$ cat src/rtl/bellek_islem_birimi_pkg.sv
// rtl/bellek_islem_birimi_pkg.sv - shared widths, micro-op codes, FSM states and op helpers
package bellek_islem_birimi_pkg;

   // Default widths for the load/store path
   localparam int VARS_ADRES_BIT = 32;
   localparam int VARS_VERI_BIT  = 32;
   localparam int VARS_RD_BIT    = 5;

   // Load/store micro-op codes as presented by the pipeline
   typedef enum logic [2:0] {
      BIB_LB  = 3'd0,
      BIB_LH  = 3'd1,
      BIB_LW  = 3'd2,
      BIB_LBU = 3'd3,
      BIB_LHU = 3'd4,
      BIB_SB  = 3'd5,
      BIB_SH  = 3'd6,
      BIB_SW  = 3'd7
   } bib_islem_e;

   // Access size classes
   localparam logic [1:0] BOYUT_BYTE  = 2'd0;
   localparam logic [1:0] BOYUT_YARIM = 2'd1;
   localparam logic [1:0] BOYUT_KELIME = 2'd2;

   // Controller states
   localparam logic [1:0] DURUM_BOSTA = 2'd0;
   localparam logic [1:0] DURUM_ISTEK = 2'd1;
   localparam logic [1:0] DURUM_BEKLE = 2'd2;
   localparam logic [1:0] DURUM_SONUC = 2'd3;

   // Size class of an op; anything unrecognised behaves as a word access
   function automatic logic [1:0] boyut_kodu(input logic [2:0] islem);
      case (islem)
         BIB_LB, BIB_LBU, BIB_SB: boyut_kodu = BOYUT_BYTE;
         BIB_LH, BIB_LHU, BIB_SH: boyut_kodu = BOYUT_YARIM;
         default:                 boyut_kodu = BOYUT_KELIME;
      endcase
   endfunction

   // True for store ops
   function automatic logic yazma_mi(input logic [2:0] islem);
      yazma_mi = (islem == BIB_SB) || (islem == BIB_SH) || (islem == BIB_SW);
   endfunction

endpackage

$ cat src/rtl/bib_hizalayici.sv
// rtl/bib_hizalayici.sv - byte-lane aligner: mask, store shift, load extend, misalignment check
module bib_hizalayici
   import bellek_islem_birimi_pkg::*;
#(
   parameter int VERI_BIT  = 32,
   parameter int VERI_BYTE = VERI_BIT / 8
) (
   input  logic [2:0]           islem,
   input  logic [1:0]           ofset,
   input  logic [VERI_BIT-1:0]  yaz_veri_ham,
   input  logic [VERI_BIT-1:0]  oku_kelime,
   output logic [VERI_BYTE-1:0] maske,
   output logic [VERI_BIT-1:0]  yaz_veri,
   output logic [VERI_BIT-1:0]  oku_veri,
   output logic                 hizasiz
);

   logic [4:0]          kaydirma;
   logic [VERI_BIT-1:0] kayik;

   // Lane placement of store data and size-based mask / alignment check
   always_comb begin
      kaydirma = {ofset, 3'b000};
      yaz_veri = yaz_veri_ham << kaydirma;
      case (boyut_kodu(islem))
         BOYUT_BYTE: begin
            maske   = VERI_BYTE'(1) << ofset;
            hizasiz = 1'b0;
         end
         BOYUT_YARIM: begin
            maske   = VERI_BYTE'(3) << ofset;
            hizasiz = ofset[0];
         end
         default: begin
            maske   = '1;
            hizasiz = |ofset;
         end
      endcase
   end

   // Pull the addressed lane down to bit 0 and extend by op type
   always_comb begin
      kayik = oku_kelime >> kaydirma;
      case (islem)
         BIB_LB:  oku_veri = {{(VERI_BIT-8){kayik[7]}}, kayik[7:0]};
         BIB_LH:  oku_veri = {{(VERI_BIT-16){kayik[15]}}, kayik[15:0]};
         BIB_LBU: oku_veri = {{(VERI_BIT-8){1'b0}}, kayik[7:0]};
         BIB_LHU: oku_veri = {{(VERI_BIT-16){1'b0}}, kayik[15:0]};
         default: oku_veri = kayik;
      endcase
   end

endmodule

$ cat src/rtl/bellek_islem_birimi.sv
// rtl/bellek_islem_birimi.sv - memory-stage load/store unit in front of the data-bus unit
module bellek_islem_birimi
   import bellek_islem_birimi_pkg::*;
#(
   parameter int ADRES_BIT = VARS_ADRES_BIT,
   parameter int VERI_BIT  = VARS_VERI_BIT,
   parameter int RD_BIT    = VARS_RD_BIT,
   parameter int VERI_BYTE = VERI_BIT / 8
) (
   input  logic                 clk_i,
   input  logic                 rst_i,
   input  logic                 bib_gecerli_i,
   input  logic [2:0]           bib_islem_i,
   input  logic [ADRES_BIT-1:0] bib_adres_i,
   input  logic [VERI_BIT-1:0]  bib_veri_i,
   input  logic [RD_BIT-1:0]    bib_rd_i,
   output logic                 bib_durdur_o,
   output logic                 sonuc_gecerli_o,
   output logic [VERI_BIT-1:0]  sonuc_veri_o,
   output logic [RD_BIT-1:0]    sonuc_rd_o,
   output logic                 hizasiz_o,
   output logic                 vyb_istek_gecerli_o,
   output logic                 vyb_istek_yaz_o,
   output logic                 vyb_istek_oku_o,
   output logic [ADRES_BIT-1:0] vyb_adres_o,
   output logic [VERI_BIT-1:0]  vyb_veri_o,
   output logic [VERI_BYTE-1:0] vyb_maske_o,
   input  logic                 vyb_hazir_i,
   input  logic [VERI_BIT-1:0]  vyb_veri_i,
   input  logic                 vyb_gecerli_i
);

   logic [1:0]           durum;
   logic [2:0]           islem_q;
   logic [ADRES_BIT-1:0] adres_q;
   logic [VERI_BIT-1:0]  veri_q;
   logic [RD_BIT-1:0]    rd_q;
   logic [VERI_BIT-1:0]  sonuc_veri_q;
   logic                 hizasiz_q;

   logic                 bostada;
   logic                 istekte;
   logic [2:0]           h_islem;
   logic [1:0]           h_ofset;
   logic [VERI_BYTE-1:0] h_maske;
   logic [VERI_BIT-1:0]  h_yaz_veri;
   logic [VERI_BIT-1:0]  h_oku_veri;
   logic                 h_hizasiz;

   assign bostada = (durum == DURUM_BOSTA);
   assign istekte = (durum == DURUM_ISTEK);

   // The aligner looks at the incoming op while idle (alignment check) and at the latched op afterwards
   assign h_islem = bostada ? bib_islem_i      : islem_q;
   assign h_ofset = bostada ? bib_adres_i[1:0] : adres_q[1:0];

   bib_hizalayici #(
      .VERI_BIT  (VERI_BIT),
      .VERI_BYTE (VERI_BYTE)
   ) u_hizalayici (
      .islem        (h_islem),
      .ofset        (h_ofset),
      .yaz_veri_ham (veri_q),
      .oku_kelime   (vyb_veri_i),
      .maske        (h_maske),
      .yaz_veri     (h_yaz_veri),
      .oku_veri     (h_oku_veri),
      .hizasiz      (h_hizasiz)
   );

   // Request/completion sequencing and result capture
   always_ff @(posedge clk_i) begin
      if (rst_i) begin
         durum        <= DURUM_BOSTA;
         islem_q      <= '0;
         adres_q      <= '0;
         veri_q       <= '0;
         rd_q         <= '0;
         sonuc_veri_q <= '0;
         hizasiz_q    <= 1'b0;
      end else begin
         case (durum)
            DURUM_BOSTA: begin
               if (bib_gecerli_i) begin
                  islem_q      <= bib_islem_i;
                  adres_q      <= bib_adres_i;
                  veri_q       <= bib_veri_i;
                  rd_q         <= bib_rd_i;
                  sonuc_veri_q <= '0;
                  hizasiz_q    <= h_hizasiz;
                  durum        <= h_hizasiz ? DURUM_SONUC : DURUM_ISTEK;
               end
            end
            DURUM_ISTEK: begin
               if (vyb_hazir_i) begin
                  durum <= DURUM_BEKLE;
               end
            end
            DURUM_BEKLE: begin
               if (vyb_gecerli_i) begin
                  if (!yazma_mi(islem_q)) begin
                     sonuc_veri_q <= h_oku_veri;
                  end
                  durum <= DURUM_SONUC;
               end
            end
            default: begin
               durum <= DURUM_BOSTA;
            end
         endcase
      end
   end

   // Request fields are only driven while the request is outstanding
   assign vyb_istek_gecerli_o = istekte;
   assign vyb_istek_yaz_o     = istekte &&  yazma_mi(islem_q);
   assign vyb_istek_oku_o     = istekte && !yazma_mi(islem_q);
   assign vyb_adres_o         = istekte ? {adres_q[ADRES_BIT-1:2], 2'b00} : '0;
   assign vyb_veri_o          = istekte ? h_yaz_veri : '0;
   assign vyb_maske_o         = istekte ? h_maske    : '0;

   assign sonuc_gecerli_o = (durum == DURUM_SONUC);
   assign sonuc_veri_o    = sonuc_veri_q;
   assign sonuc_rd_o      = rd_q;
   assign hizasiz_o       = hizasiz_q;
   assign bib_durdur_o    = bib_gecerli_i && (durum != DURUM_SONUC);

endmodule

$ cat config.mk
export PLATFORM = sky130hd
export DESIGN_NAME = bellek_islem_birimi
export DESIGN_NICKNAME = d
export VERILOG_FILES = /design/src/rtl/bellek_islem_birimi_pkg.sv /design/src/rtl/bib_hizalayici.sv /design/src/rtl/bellek_islem_birimi.sv
export SDC_FILE = /design/constraint.sdc
export NUM_CORES = 1
export LEC_CHECK = 0
export ABC_AREA = 1
export CORE_MARGIN = 2
export CORE_UTILIZATION = 40
export CTS_CLUSTER_SIZE = 10
export DETAILED_ROUTE_END_ITERATION = 12
export MAX_ROUTING_LAYER = met4
export PLACE_DENSITY = 0.73
export REMOVE_ABC_BUFFERS = 1
export SETUP_SLACK_MARGIN = 0.2
export SLEW_MARGIN = 20
export SYNTH_ARGS = -nofsm -noshare
export SYNTH_HDL_FRONTEND = slang
export SYNTH_HIERARCHICAL = 1
export SYNTH_SLANG_ARGS = --single-unit
$ cat constraint.sdc
create_clock -name clk_i -period 2.8 [get_ports clk_i]
set_input_delay 0.28 -clock clk_i [delete_from_list [all_inputs] [get_ports clk_i]]
set_output_delay 0.28 -clock clk_i [all_outputs]
set_load 0.02 [all_outputs]
======== Word level (Yosys, flattened, before mapping) ========
Index checks and enable logic that the tools add are counted.
word-level totals
  output and inout port bits .............. 111
  bits of input ports ..................... 109
  bits in registers ....................... 107
  logic and storage cells ................. 62
operators by class
  equality and inequality tests ........... 17
  mux-type cells .......................... 18
  shifts and indexed selects .............. 4
  reduce and logical (&&, ||, !) cells .... 16
operator list
  cell                   count
  $mux W32               5
  $pmux W32 S4           1
  $pmux W32 S2           1
  $shl A32 B5 Y32        1
  $shr A32 B5 Y32        1
  $eq A3 B3 Y1 const B   6
  $mux W2                5
  $ne A2 B2 Y1 const B   5
  $pmux W4 S2            1
  $pmux W2 S3            1
  $reduce_or A3 Y1       2
  $eq A2 B1 Y1 const B   2
  $eq A2 B2 Y1 const B   2
  $logic_not A2 Y1       2
  $mux W4                1
  $pmux W2 S2            1
  $reduce_and A4 Y1      1
  $shl A1 B2 Y4 const A  1
  $shl A2 B2 Y4 const A  1
  $eq A3 B1 Y1 const B   1
  $eq A3 B2 Y1 const B   1
  $logic_and A1 B1 Y1    3
  $logic_not A3 Y1       1
  $mux W3                1
  7 further kinds        8

======== Longest topological paths before layout ========
  depth after elaboration ................. 10
  depth in mapped cells ................... 17
  depth with buffers taken out ............ 16

======== By module ========
The synthesis kept the hierarchy.
modules (own cells, without submodules)
  module               seq. area each (um^2)  area an instance (um^2)  times used  cells each
  bellek_islem_birimi  2142.1                 4780.8                   1           728
  bib_hizalayici       0.0                    1406.3                   1           300

======== Worst setup path after synthesis ========
OpenSTA, ideal clock, no wires.
  path type ............................... register -> register
  from .................................... register durum[0]
  to ...................................... register sonuc_veri_q[23] (netlist: sonuc_veri_o[23])
  setup time .............................. 0.064 ns
  required time ........................... 2.736 ns
  clock period less this slack ............ 2.273 ns
  path buffers ............................ 2
  arrival time ............................ 2.209 ns
  path slack .............................. 0.527 ns
  stages on the path, launching flop included .. 14
  cell sequence ........................... dfxtp_1 -> inv_1 -> ha_1 -> clkbuf_1 -> o21ai_0 -> nor2_1 -> nor2_4 -> buf_4 -> nand3_1 -> nand3_1 -> nand2_1 -> nand3_1 -> nand2_1 -> nor2_1
between the ends
  cells in the longest elaborated chain, start to end .. 7
  elaborated cells on any way between the ends .. 18
  those cells by class .................... eq/ne: 7; shift: 1; mux: 6; reduce/logical: 4
RTL lines
  element                                     RTL line                    text
  start: declaration                          bellek_islem_birimi.sv:33   logic [1:0] durum;
  start signal: assignment                    bellek_islem_birimi.sv:91   durum <= h_hizasiz ? DURUM_SONUC : DURUM_ISTEK;
  $logic_not A2 Y1 (*)                        bellek_islem_birimi.sv:50   assign bostada = (durum == DURUM_BOSTA);
  $mux W3 (*)                                 bellek_islem_birimi.sv:54   assign h_islem = bostada ? bib_islem_i : islem_q;
  via h_islem[1]                              bellek_islem_birimi.sv:43   logic [2:0] h_islem;
  $eq A3 B3 Y1, or another cell as far along  bib_hizalayici.sv:44        case (islem)
  $pmux W32 S4 (*)                            bib_hizalayici.sv:44
  via h_oku_veri[23]                          bellek_islem_birimi.sv:47   logic [VERI_BIT-1:0] h_oku_veri;
  $mux W32 (*)                                bellek_islem_birimi.sv:101  if (!yazma_mi(islem_q)) begin
  $mux W32 (*)                                bellek_islem_birimi.sv:100  if (vyb_gecerli_i) begin
  $pmux W32 S2 (*)                            bellek_islem_birimi.sv:82   case (durum)
  end signal: assignment                      bellek_islem_birimi.sv:102  sonuc_veri_q <= h_oku_veri;
  end: declaration                            bellek_islem_birimi.sv:38   logic [VERI_BIT-1:0] sonuc_veri_q;
The timed path passes the listed nets; every way through them passes the cells marked *. The select of a mux whose other input is x is not followed.
A chain may end at the register's enable or synchronous reset.

======== Worst setup path after layout ========
  from .................................... register durum[1]
  to ...................................... output port vyb_veri_o[17]
between the ends
  cells in the longest elaborated chain, start to end .. 4
  elaborated cells on any way between the ends .. 5
  those cells by class .................... eq/ne: 1; shift: 1; mux: 2; reduce/logical: 1
RTL lines
  element             RTL line                    text
  $logic_not A2 Y1    bellek_islem_birimi.sv:50
  $mux W2             bellek_islem_birimi.sv:55   assign h_ofset = bostada ? bib_adres_i[1:0] : adres_q[1:0];
  via h_ofset[1]      bellek_islem_birimi.sv:44   logic [1:0] h_ofset;
  $shl A32 B5 Y32     bib_hizalayici.sv:24        yaz_veri = yaz_veri_ham << kaydirma;
  via h_yaz_veri[17]  bellek_islem_birimi.sv:46   logic [VERI_BIT-1:0] h_yaz_veri;
  $mux W32            bellek_islem_birimi.sv:119  assign vyb_veri_o = istekte ? h_yaz_veri : '0;
  end: declaration    bellek_islem_birimi.sv:26   output logic [VERI_BIT-1:0] vyb_veri_o,
The timed path passes the listed nets, and every way through them passes these cells.

==> metrics.md <==
| Metric | Value |
|---|---|
| Status | `complete, no violations` |
| Core area | `15150 sq um` |
| Global-route wire length before repair | `30220 um` |
| Clk slew on worst S/H paths | `0.08 ns` |
| Comb power frac | `59.8%` |
| Via/cell ratio | `4.946` |
| CP max-delay cell | `dfxtp_4` |
| Syn_area_per_cell | `6.019 sq um` |
| CTS Buf Count | `9` |
| Final hold viol count | `0` |
| DRT antenna net count | `0` |
| Seq/Total Area, Yosys | `34.62%` |
| Layout cell share with drive strength beyond 1 | `9.314%` |
| Clock power frac | `15.2%` |
| Critical Path Sink Type | `primary output` |
| Num rows | `45` |
| Cell area power density | `986.1 nW/um^2` |
| Critical path's largest stage delay | `0.37 ns` |
| Min Hold Slack | `0.4798 ns` |
| Crit-path cells | `inv_2 > ha_4 > buf_6 > o21ai_4 > nand2_4 > o22ai_1 > nand2_1 > inv_1 > clkdlybuf4s15_1` |
| Maxcap violations | `0` |
| WP data arrival | `2.23 ns` |
| Final Setup Violations | `0` |
| Detailed Place HPWL | `12620 um` |
| Switch share | `45.55%` |
| # hold bufs at CTS | `0` |
| Global router's overall resource usage | `23.25%` |
| Int Power | `4.834 mW` |
| Util after Layout | `59.44%` |
| Final Critical Period | `2.514 ns` |
| Post-Synthesis Cell Area | `6187 sq um` |
| Ports | `220` |
| Final worst setup slack | `0.2858 ns` |
| Placed instance count | `1381` |
| Hold crit path type | `reg -> reg` |
| DRC | `0` |
| Routed len/inst | `13.74 um` |
| Pre-CTS setup slack | `-0.04951 ns` |
| Root buffer cell | `clkbuf_16` |
| Critical Setup Path Class | `reg -> out` |
| Non-filler instance count after layout | `1412` |
| Sw power | `4.043 mW` |
| Final worst-path cycle share | `89.79%` |
| Starting Density | `40.85%` |
| Grt ovf | `0` |
| Clk_skew | `0.004940 ns` |
| Die width | `128.4 um` |
| Max FO, Critical Path | `9` |
| Die ar. | `16480 sq um` |
| PortBufs | `217` |
| Via count | `6984` |
| H-tree levels | `3` |
| CTS tree | `built` |
| # nets final | `1333` |
| Antenna violations before repair | `0` |
| VDD IR max | `0.4131 mV` |
| Die Ht | `128.4 um` |
| Peak Freq | `0.3977 GHz` |
| P&R area growth vs syn | `45.50%` |
| Worst skew pair latency | `0.35 ns` |
| Setup crit start kind | `flop` |
| Final slew viol count | `0` |
| RePlAce Congestion | `0.8194` |
| CP required | `2.52 ns` |
| DR iter-0 viols | `537` |
| Clk sinks | `107` |
| Seq cells post-synth | `107` |
| Number of global-route vias before repair | `6233` |
| Distinct cell type count after synthesis | `27` |
| Seq pwr share | `25.0%` |
| Post-Synthesis Cells | `1028` |
| Syn. warnings | `6` |
| ANT cells | `0` |
| Largest net degree at the start of global routing | `106` |
| RSZ-0062 raised after global routing | `yes` |
| Drt first pass iters | `5` |
| Power Total | `8.877 mW` |
| Total wire length | `19410 um` |
| Static leakage | `4.421 nW` |
| Max clock buf depth | `2` |
## flip-flops by register name, indices dropped and copies added (netlist names)
signal / flops
adres_q: 32
sonuc_veri_o: 32
veri_q: 32
sonuc_rd_o: 5
islem_q: 3
durum: 2
hizasiz_o: 1
## path summary, 6_finish.rpt
path / cells after the start / to / startpoint / slack [ns]
worst max register to register: 15 / sonuc_veri_o[15] / durum[1] / 0.41
worst max-delay path: 9 / vyb_veri_o[17] / durum[1] / 0.29
worst min register to register: 2 / sonuc_veri_o[10] / sonuc_veri_o[10] / 0.48
worst min-delay path: 2 / sonuc_veri_o[10] / sonuc_veri_o[10] / 0.48
## Yosys cell counts
| cell type | count | area share (%) |
|---|---|---|
| a21oi_1 | 58 | 4.7 |
| and2_1 | 1 | 0.10 |
| nor2_2 | 1 | 0.10 |
| buf_2 | 29 | 2.3 |
| nor2_1 | 213 | 13 |
| buf_1 | 5 | 0.30 |
| o21ai_2 | 1 | 0.14 |
| nor3_1 | 4 | 0.32 |
| nor2_4 | 2 | 0.36 |
| o21ai_1 | 11 | 0.89 |
| nand2_1 | 253 | 15 |
| o21ai_0 | 86 | 7.0 |
| clkbuf_1 | 24 | 1.5 |
| o22ai_1 | 8 | 0.81 |
| ha_1 | 5 | 1.0 |
| dfxtp_1 | 107 | 35 |
| nand3_1 | 75 | 6.1 |
| buf_6 | 8 | 1.5 |
| nand2_2 | 5 | 0.51 |
| a22oi_1 | 8 | 0.97 |
| or2_2 | 2 | 0.20 |
| nand4_1 | 1 | 0.10 |
| conb_1 | 1 | 0.061 |
| buf_4 | 11 | 1.3 |
| inv_2 | 6 | 0.36 |
| inv_1 | 100 | 6.1 |
| nand3_2 | 3 | 0.49 |
## timing repair
item	in CTS	in global routing
endpoints found under the setup margin	60	57
gates cloned	0	4
resized for setup	71	63
pin swaps	0	6
endpoints found under the hold margin	0	0
setup buffers	0	11
## layout make-up
type / count / area (sq um)
clock buffers: 9 / 225.2
inverters: 106 / 405.4
flip-flops and latches: 107 / 2146
clock inverters: 7 / 81.33
well taps: 188 / 235.2
repair buffers: 255 / 2575
multi-input cells: 740 / 3334
fillers: 1527 / 6143
## cells by family (layout without fill, tap and decap cells)
group	Yosys count	after routing	share of synthesized area, %
fa+ha+maj	5	5	1.011
simple gates	560	561	36.52
compound gates	172	172	14.46
other cells	1	2	0.06061
buf+inv	183	377	13.33
flops	107	107	34.62
## stage by stage
stage	setup TNS (ns)	area [sq um]
2_1_floorplan	-281.00	5764
3_3_place_gp	0	8484
3_5_place_dp	-0.2798	8484
4_1_cts	0	8811
5_1_grt	0	9002
6_report	0	9002
## layout by cell type (no fill, tap or decap), drive strengths merged
| cell | instances |
|---|---|
| conb | 2 |
| ha | 5 |
| dlygate4sd2 | 7 |
| clkinv | 3 |
| buf | 41 |
| or2 | 2 |
| o21ai | 98 |
| dfxtp | 107 |
| o22ai | 8 |
| nand3 | 79 |
| and2 | 1 |
| nor3 | 4 |
| nor2 | 216 |
| a22oi | 8 |
| nand2 | 258 |
| a21oi | 58 |
| nand4 | 1 |
| bufinv | 1 |
| clkbuf | 25 |
| clkdlybuf4s15 | 10 |
| clkdlybuf4s50 | 181 |
| inv | 109 |
## critical path: cells and delay by family (launching register included)
family                   cells  cell delay (ns)
AO/OA/AOI/OAI                2             0.52
adder cells (fa/ha/maj)      1             0.19
buffers and inverters        4             0.56
flip-flops                   1             0.37
AND/OR/NAND/NOR              2             0.23
## layer usage
metal	GRT usage, %	routed length (um)	vias to the layer above
met1	29.60	8467	3109
met3	5.904	1782	22
li1	-	-	3586
met2	36.64	8894	267
met5	-	0	-
met4	6.593	262	0
## power groups by stage
stage                     clock network, mW  registers, mW  logic, mW
after floorplan                           0           2.38       2.99
final                                  1.35           2.22       5.31
after global placement                    0           2.24       4.90
after global routing                   1.44           2.28       5.91
after detailed placement                  0           2.25       4.95
after CTS                              1.38           2.22       4.96
No activity file was read; power rests on OpenSTA's default activity.
